**src/rtl/count_ctrl_if.sv**
```systemverilog
// Control/status bundle between the sequencing logic and count_ctrl.
// The hold signal exists only when COUNT_CTRL_HOLD_EN is defined.
interface count_ctrl_if #(
  parameter int WIDTH = 4
);
  logic             start;
  logic             stop;
  logic             mode;
  logic [WIDTH-1:0] load_val;
`ifdef COUNT_CTRL_HOLD_EN
  logic             hold;
`endif
  logic             cnt_en;
  logic [WIDTH-1:0] q;
  logic             busy;
  logic             done;

  modport master (
    output
`ifdef COUNT_CTRL_HOLD_EN
           hold,
`endif
           start, stop, mode, load_val,
    input  cnt_en, q, busy, done
  );

  modport slave (
    input
`ifdef COUNT_CTRL_HOLD_EN
           hold,
`endif
           start, stop, mode, load_val,
    output cnt_en, q, busy, done
  );
endinterface

```
**src/rtl/count_ctrl.sv**
```systemverilog
// Bounded-run sequencer for the ripple counter: prescaled advance strobes, terminal
// detection, one-shot/periodic runs and a registered done pulse. Optional pause via COUNT_CTRL_HOLD_EN.
module count_ctrl #(
  parameter int WIDTH = 4,
  parameter int DIV   = 1
) (
  input  logic        ck_i,
  input  logic        res_i,
  count_ctrl_if.slave bus
);
  localparam int             PW         = (DIV > 1) ? $clog2(DIV) : 1;
  localparam logic [PW-1:0]  PRESC_LAST = PW'(DIV - 1);

  typedef enum logic [1:0] {IDLE, RUN, HOLD} state_t;

  state_t           state_q, state_d;
  logic [WIDTH-1:0] q_q, q_d;
  logic [WIDTH-1:0] term_q, term_d;
  logic [PW-1:0]    presc_q, presc_d;
  logic             done_q, done_d;
  logic             tick;
  logic             at_term;

  assign tick    = (state_q == RUN) && (presc_q == PRESC_LAST);
  assign at_term = (q_q == term_q);

  always_ff @(posedge ck_i or negedge res_i) begin
    if (!res_i) begin
      state_q <= IDLE;
      q_q     <= '0;
      term_q  <= '0;
      presc_q <= '0;
      done_q  <= 1'b0;
    end else begin
      state_q <= state_d;
      q_q     <= q_d;
      term_q  <= term_d;
      presc_q <= presc_d;
      done_q  <= done_d;
    end
  end

  always_comb begin
    state_d = state_q;
    q_d     = q_q;
    term_d  = term_q;
    presc_d = presc_q;
    done_d  = 1'b0;
    case (state_q)
      IDLE: begin
        if (bus.start) begin
          term_d  = bus.load_val;
          q_d     = '0;
          presc_d = '0;
          state_d = RUN;
        end
      end
      RUN, HOLD: begin
        if (bus.stop) begin
          presc_d = '0;
          state_d = IDLE;
        end else if (bus.start) begin
          term_d  = bus.load_val;
          q_d     = '0;
          presc_d = '0;
          state_d = RUN;
        end else if (state_q == RUN) begin
          presc_d = tick ? '0 : presc_q + PW'(1);
          if (tick) begin
            if (!at_term) begin
              q_d = q_q + WIDTH'(1);
            end else begin
              done_d = 1'b1;
              if (bus.mode) q_d = '0;
              else          state_d = IDLE;
            end
          end
`ifdef COUNT_CTRL_HOLD_EN
          // A strobe already issued this cycle is honoured; freezing starts in HOLD.
          if (bus.hold && state_d == RUN) state_d = HOLD;
`endif
        end
`ifdef COUNT_CTRL_HOLD_EN
        else if (!bus.hold) begin
          state_d = RUN;
        end
`endif
      end
      default: state_d = IDLE;
    endcase
  end

  always_comb begin
    bus.cnt_en = tick;
    bus.busy   = (state_q != IDLE);
    bus.q      = q_q;
    bus.done   = done_q;
  end
endmodule

```
**src/flat_wrapper.sv**
```systemverilog
// flat-port wrapper written by rule: the top's interface ports become plain ports
module count_ctrl_flat 
#(
  parameter int WIDTH = 4,
  parameter int DIV   = 1
)
  (ck_i, res_i, bus_start, bus_stop, bus_mode, bus_load_val, bus_cnt_en, bus_q, bus_busy, bus_done);
  count_ctrl_if #(.WIDTH(WIDTH)) bus_i ();
  input  logic ck_i;
  input  logic res_i;
  input wire logic [$bits(bus_i.start)-1:0] bus_start;
  input wire logic [$bits(bus_i.stop)-1:0] bus_stop;
  input wire logic [$bits(bus_i.mode)-1:0] bus_mode;
  input wire logic [$bits(bus_i.load_val)-1:0] bus_load_val;
  output wire logic [$bits(bus_i.cnt_en)-1:0] bus_cnt_en;
  output wire logic [$bits(bus_i.q)-1:0] bus_q;
  output wire logic [$bits(bus_i.busy)-1:0] bus_busy;
  output wire logic [$bits(bus_i.done)-1:0] bus_done;
  assign bus_i.start = bus_start;
  assign bus_i.stop = bus_stop;
  assign bus_i.mode = bus_mode;
  assign bus_i.load_val = bus_load_val;
  assign bus_cnt_en = bus_i.cnt_en;
  assign bus_q = bus_i.q;
  assign bus_busy = bus_i.busy;
  assign bus_done = bus_i.done;
  count_ctrl #(.WIDTH(WIDTH), .DIV(DIV)) u_core (.ck_i(ck_i), .res_i(res_i), .bus(bus_i));
endmodule
```
**config.mk**
```make
export PLATFORM = sky130hd
export DESIGN_NAME = count_ctrl_flat
export DESIGN_NICKNAME = d
export VERILOG_FILES = /design/src/rtl/count_ctrl_if.sv /design/src/rtl/count_ctrl.sv /design/src/flat_wrapper.sv
export SDC_FILE = /design/constraint.sdc
export NUM_CORES = 1
export LEC_CHECK = 0
export ABC_AREA = 0
export CORE_AREA = 2 2 39 41
export DETAILED_ROUTE_END_ITERATION = 12
export DIE_AREA = 0 0 41 43
export HOLD_SLACK_MARGIN = 0.06
export PLACE_DENSITY = 0.72
export SYNTH_ARGS = -nofsm -noshare
export SYNTH_HDL_FRONTEND = slang
export SYNTH_SLANG_ARGS = --single-unit
```
**constraint.sdc**
```tcl
create_clock -name ck_i -period 4.4 [get_ports ck_i]
set_clock_uncertainty 0.05 [all_clocks]
set_input_delay 0.44 -clock ck_i [delete_from_list [all_inputs] [get_ports ck_i]]
set_output_delay 0.44 -clock ck_i [all_outputs]
set_load 0.05 [all_outputs]
```
==> results of run 1 <==
## metal layers
| layer | track usage | share of wire | routed length (µm) |
|---|---|---|---|
| met5 | 0 | 0 | 0 |
| met4 | 0.1600 | 0.040 | 43 |
| met3 | 0.01571 | 0.058 | 62 |
| met2 | 0.2188 | 0.46 | 492 |
| met1 | 0.2215 | 0.44 | 476 |
## metrics by stage
| step | utilization | hold slack (ns) | setup slack, ns | cell area, µm² | total power [mW] |
|---|---|---|---|---|---|
| after floorplan | - | 0.09441 | 1.952 | 559.3 | 0.1962 |
| after global placement | 0.5271 | 0.4501 | 2.414 | 729.5 | 0.2293 |
| after detailed placement | 0.5271 | 0.4509 | 2.370 | 729.5 | 0.2311 |
| after CTS | 0.5461 | 0.4479 | 2.223 | 755.7 | 0.3013 |
| after global routing | 0.5461 | 0.4833 | 2.124 | 755.7 | 0.3176 |
| final | 0.5461 | 0.4376 | 2.229 | 755.7 | 0.2990 |
## flip-flops by register name, indices dropped and copies added (netlist names)
| register | count |
|---|---|
| u_core.bus.done | 1 |
| u_core.bus.q | 4 |
| u_core.presc_q | 1 |
| u_core.state_q | 1 |
| u_core.term_q | 4 |
## worst max path at each step
stage | depth (start not counted) | startpoint | end | slack [ns]
global route | 2 | u_core.state_q[0] | bus_cnt_en | 2.12
global placement | 5 | bus_start | u_core.bus.q[0] | 2.41
CTS | 2 | u_core.state_q[0] | bus_cnt_en | 2.22
finish | 2 | u_core.state_q[0] | bus_cnt_en | 2.23
detailed placement | 5 | bus_start | u_core.bus.q[0] | 2.37
floorplan | 4 | u_core.state_q[0] | u_core.bus.q[2] | 1.95
## placed cells by master, fill, tap and decap left out, drive strengths merged, types with 2 or more instances in the layout
| cell type | Yosys | routed |
|---|---|---|
| o21ai | 3 | 3 |
| clkbuf | 0 | 4 |
| xor2 | 4 | 4 |
| a21oi | 2 | 2 |
| nor2 | 2 | 2 |
| dfrtp | 11 | 11 |
| inv | 4 | 4 |
| nand2 | 3 | 3 |
| clkdlybuf4s50 | 0 | 15 |
| mux2 | 5 | 5 |
| or3 | 2 | 2 |
## cell type report
cell class,count,area [µm²],area share
repair buffers,15,150.1,0.1987
inverters,4,15.01,0.01987
well taps,16,20.02,0.02649
clock buffers,4,26.28,0.03477
multi-input cells,35,269.0,0.3560
flip-flops and latches,11,275.3,0.3642
## power by group through the flow
stage	Clock [mW]	Combinational, mW	Sequential [mW]
global route	0.0777	0.111	0.129
global placement	0	0.101	0.129
CTS	0.0718	0.103	0.127
floorplan	0	0.0496	0.147
detailed placement	0	0.103	0.129
finish	0.0705	0.102	0.127
## cell families (layout without fill, tap and decap cells)
family,after synthesis,in the layout,synth area share
compound gates,8,8,0.09172
buf+inv,4,23,0.02684
fa+ha+maj,1,1,0.02237
mux,5,5,0.1007
xor+xnor,5,5,0.07830
simple gates,16,16,0.1879
flops,11,11,0.4922
## worst max-delay path, stage by stage (launching register included)
cell	delay [ns]
dfrtp_1	0.41
nor2b_1	0.18
clkdlybuf4s50_1	0.82
==> results.json, run 1 <==
{
  "p_clk_frac": 0.236,
  "cts-resized-gates": 0,
  "dieArea_um2": 1763,
  "postCtsSetupBuffers": 0,
  "synth.most_common_cell": "dfrtp_1",
  "cts_tree": "done",
  "dieHeight_um": 43,
  "reg2reg_slack_ns": 2.54,
  "first_global_vias": 438,
  "fp.dieW_um": 41,
  "row_count": 14,
  "drv_slew": 0,
  "synth_top_cell_area_share": 0.4922,
  "grt.overflow.total": 0,
  "netlist_instances": 50,
  "clockBufferDepth": 2,
  "rr_endpoint": "u_core.bus.q[2]",
  "power.leakage_nw": 0.3090,
  "clock_latency_ns": 0.28,
  "synth_ff_type": "dfrtp_1",
  "min_period_over_period": 0.4935,
  "ir_drop_mv": 0.1945,
  "cts_buffers": 3,
  "grt_setup_unrepaired": "no",
  "synth_seq_cells": 11,
  "drive_above_1_share": 0.1304,
  "max_slew_margin": 0.6678,
  "period_needed_ns": 2.172,
  "initial_utilization": 0.4042,
  "yosys.area.top_type": "dfrtp_1",
  "dp_cells": 81,
  "seqPwrFrac": 0.424,
  "ys_seq_area_frac": 0.4922,
  "numPortBuffers": 15,
  "via_per_inst": 5.294,
  "reg2reg_depth": 4,
  "htree_levels": 1,
  "nets": 80,
  "ys_types": 24,
  "n_fill_cell": 121,
  "drcViolationCount": 0,
  "cts_sinks": 11,
  "cp.arrival_ns": 1.68,
  "synth_warnings": 0,
  "antenna_found_initial": 0,
  "final_hold_viol_count": 0,
  "synth_edf_count": 0,
  "drt_pass1_iterations": 4,
  "crit_path_end_kind": "primary output",
  "ys_async_sr_fraction": 1.000,
  "status": "completed",
  "synth_area_leaders": "dfrtp_1 (49%), mux2_2 (10%), xor2_1 (6.3%)",
  "setup_viol": 0,
  "grt_first_pass_wirelength_um": 1876,
  "routabilityCongestion": 0.7711,
  "cp_max_fo": 6,
  "maxCapViolations": 0,
  "power.density_nw_per_um2": 395.6,
  "setup_tns_ns": 0,
  "grt_usage": 0.1658,
  "synth_top_cells_by_count": "dfrtp_1 (11), mux2_2 (5), inv_1 (4), xor2_1 (4), nand2_1 (3)",
  "ctsHoldBuffers": 0,
  "max_freq_mhz": 460.5,
  "routedWlPerCell_um": 12.65,
  "antenna_cells": 0,
  "clkTransAtPathRegs_ns": 0.08,
  "wl_um": 1075,
  "stdcell_count": 85,
  "grt_max_degree": 12,
  "p_sw_frac": 0.3649,
  "worstPathRequired_ns": 3.91,
  "worst_pin_slew_ns": 0.4967,
  "syn_area_um2": 559.3,
  "switchingPower_uw": 109.1,
  "cts_root_buffer": "clkbuf_4",
  "synth_area_per_cell_um2": 11.19,
  "min_path_type": "primary input to asynchronous set/reset pin",
  "syn_nets": 60,
  "start_kind": "register",
  "drt_iter0_drc": 8,
  "criticalPathCategory": "register to primary output",
  "r2r-start": "u_core.bus.q[1]",
  "ant_nets": 0,
  "hpwlAfterDp_um": 806.8,
  "comb_power_share": 0.340,
  "ios": 16,
  "route.vias.total": 450,
  "core_area_um2": 1384,
  "syn2layout_area_growth_pct": 35.12,
  "p_int_uw": 189.9
}
No activity file was read; power rests on OpenSTA's default activity.
==> run 2, diff against run 1 <==
==> constraint.sdc (replaced) <==
create_clock -name ck_i -period 2 [get_ports ck_i]
set_clock_uncertainty 0.05 [all_clocks]
set_input_delay 0.2 -clock ck_i [delete_from_list [all_inputs] [get_ports ck_i]]
set_output_delay 0.2 -clock ck_i [all_outputs]
set_load 0.05 [all_outputs]
==> run 2 against run 1 <==
Against the previous run:
- global-route usage shrank 1.7 points
- setup slack got worse by 2.1 ns
- hold slack worse by 0.22 ns
- count of clock-buffer cells in the layout unchanged
- highest routed layer is now met3
==> results.json, run 2 (synthesis gave the netlist of run 1 again) <==
{
  "status": "completed",
  "setup_viol": 0,
  "clock_latency_ns": 0.26,
  "drv_slew": 0,
  "p_sw_frac": 0.3541,
  "power.density_nw_per_um2": 858.6,
  "ant_nets": 0,
  "grt_setup_unrepaired": "no",
  "routedWlPerCell_um": 12.38,
  "syn2layout_area_growth_pct": 37.81,
  "core_area_um2": 1384,
  "start_kind": "register",
  "ctsHoldBuffers": 0,
  "worstPathRequired_ns": 1.75,
  "antenna_cells": 0,
  "cp_max_fo": 6,
  "fin_util": 0.5570,
  "cts_sinks": 11,
  "final_common_cell": "clkdlybuf4s50_1",
  "routabilityCongestion": 0.7900,
  "cts_root_buffer": "clkbuf_4",
  "numPortBuffers": 15,
  "comb_power_share": 0.358,
  "max_slew_margin": 0.6640,
  "grt_first_pass_wirelength_um": 1759,
  "cts_buffers": 3,
  "setup_tns_ns": 0,
  "switchingPower_uw": 234.4,
  "drt_iter0_drc": 8,
  "row_count": 14,
  "grt.overflow.total": 0,
  "crit_path_end_kind": "primary output",
  "ir_drop_mv": 0.5345,
  "hpwlAfterDp_um": 845.4,
  "antenna_found_initial": 0,
  "via_per_inst": 5.140,
  "finalPower_uw": 661.8,
  "fp.dieW_um": 41,
  "drive_above_1_share": 0.1571,
  "dp_cells": 82,
  "grt_max_degree": 12,
  "final_hold_viol_count": 0,
  "whs_ns": 0.2161,
  "period_needed_ns": 1.907,
  "seqPwrFrac": 0.416,
  "dp_slack_ns": 0.1296,
  "p_int_uw": 427.4,
  "clkTransAtPathRegs_ns": 0.07,
  "initial_utilization": 0.4042,
  "reg2reg_depth": 4,
  "postCtsSetupBuffers": 0,
  "worst_pin_slew_ns": 0.5024,
  "route.vias.total": 442,
  "drcViolationCount": 0,
  "first_global_vias": 430,
  "maxCapViolations": 0,
  "wl_um": 1065,
  "p_clk_frac": 0.227,
  "stdcell_count": 86,
  "nets": 81,
  "finalWorstSetupSlack_ns": 0.09252,
  "dieArea_um2": 1763,
  "htree_levels": 1,
  "cts-resized-gates": 0,
  "cts_tree": "done",
  "power.leakage_nw": 0.3206,
  "min_path_type": "primary input to asynchronous set/reset pin",
  "criticalPathCategory": "register to primary output",
  "final_cell_mix": "clkdlybuf4s50_1 (15), dfrtp_1 (11), mux2_2 (5)",
  "dieHeight_um": 43,
  "place_area_um2": 744.5,
  "max_freq_mhz": 524.3,
  "final_cell_area_um2": 770.7,
  "clockBufferDepth": 2,
  "drt_pass1_iterations": 4,
  "min_period_over_period": 0.9537,
  "cp.arrival_ns": 1.66,
  "ios": 16,
  "grt_usage": 0.1487
}
run 2: cell count changes in the layout (fill, tap and decap cells not counted), sizes merged:
cell / change
buf: +1
run 2: power groups by stage:
stage | logic, mW | registers (mW) | clock network, mW
3_5_place_dp | 0.239 | 0.280 | 0
3_3_place_gp | 0.235 | 0.280 | 0
2_1_floorplan | 0.114 | 0.323 | 0
6_report | 0.237 | 0.275 | 0.150
4_1_cts | 0.239 | 0.276 | 0.155
5_1_grt | 0.254 | 0.279 | 0.169
run 2: final timing paths:
check	from	to	slack [ns]
worst min register to register	u_core.term_q[3]	u_core.term_q[3]	0.48
worst min-delay path	res_i	u_core.bus.q[3]	0.22
worst max register to register	u_core.bus.q[1]	u_core.bus.q[2]	0.13
max in group asynchronous	res_i	u_core.presc_q	1.35
worst max-delay path	u_core.state_q[0]	bus_cnt_en	0.09
min in group ck_i	u_core.term_q[3]	u_core.term_q[3]	0.48
run 2: layout make-up:
class	instances	area (µm²)
tap	16	20.02
clock buffer	4	26.28
sequential	11	275.3
inverter	4	15.01
timing repair buffer	16	157.7
multi-input combinational	35	276.5
fill	138	613.1
run 2: layer usage:
metal,GRT usage,part of all wire,up-vias
li1,-,-,219
met1,0.1852,0.44,214
met2,0.2188,0.50,9
met3,0.05236,0.056,0
met4,0.07333,0,0
met5,0,0,-
run 2: critical path: stages, from the launching register on:
cell	delay, ns
dfrtp_1	0.43
nor2b_4	0.17
clkdlybuf4s50_1	0.80
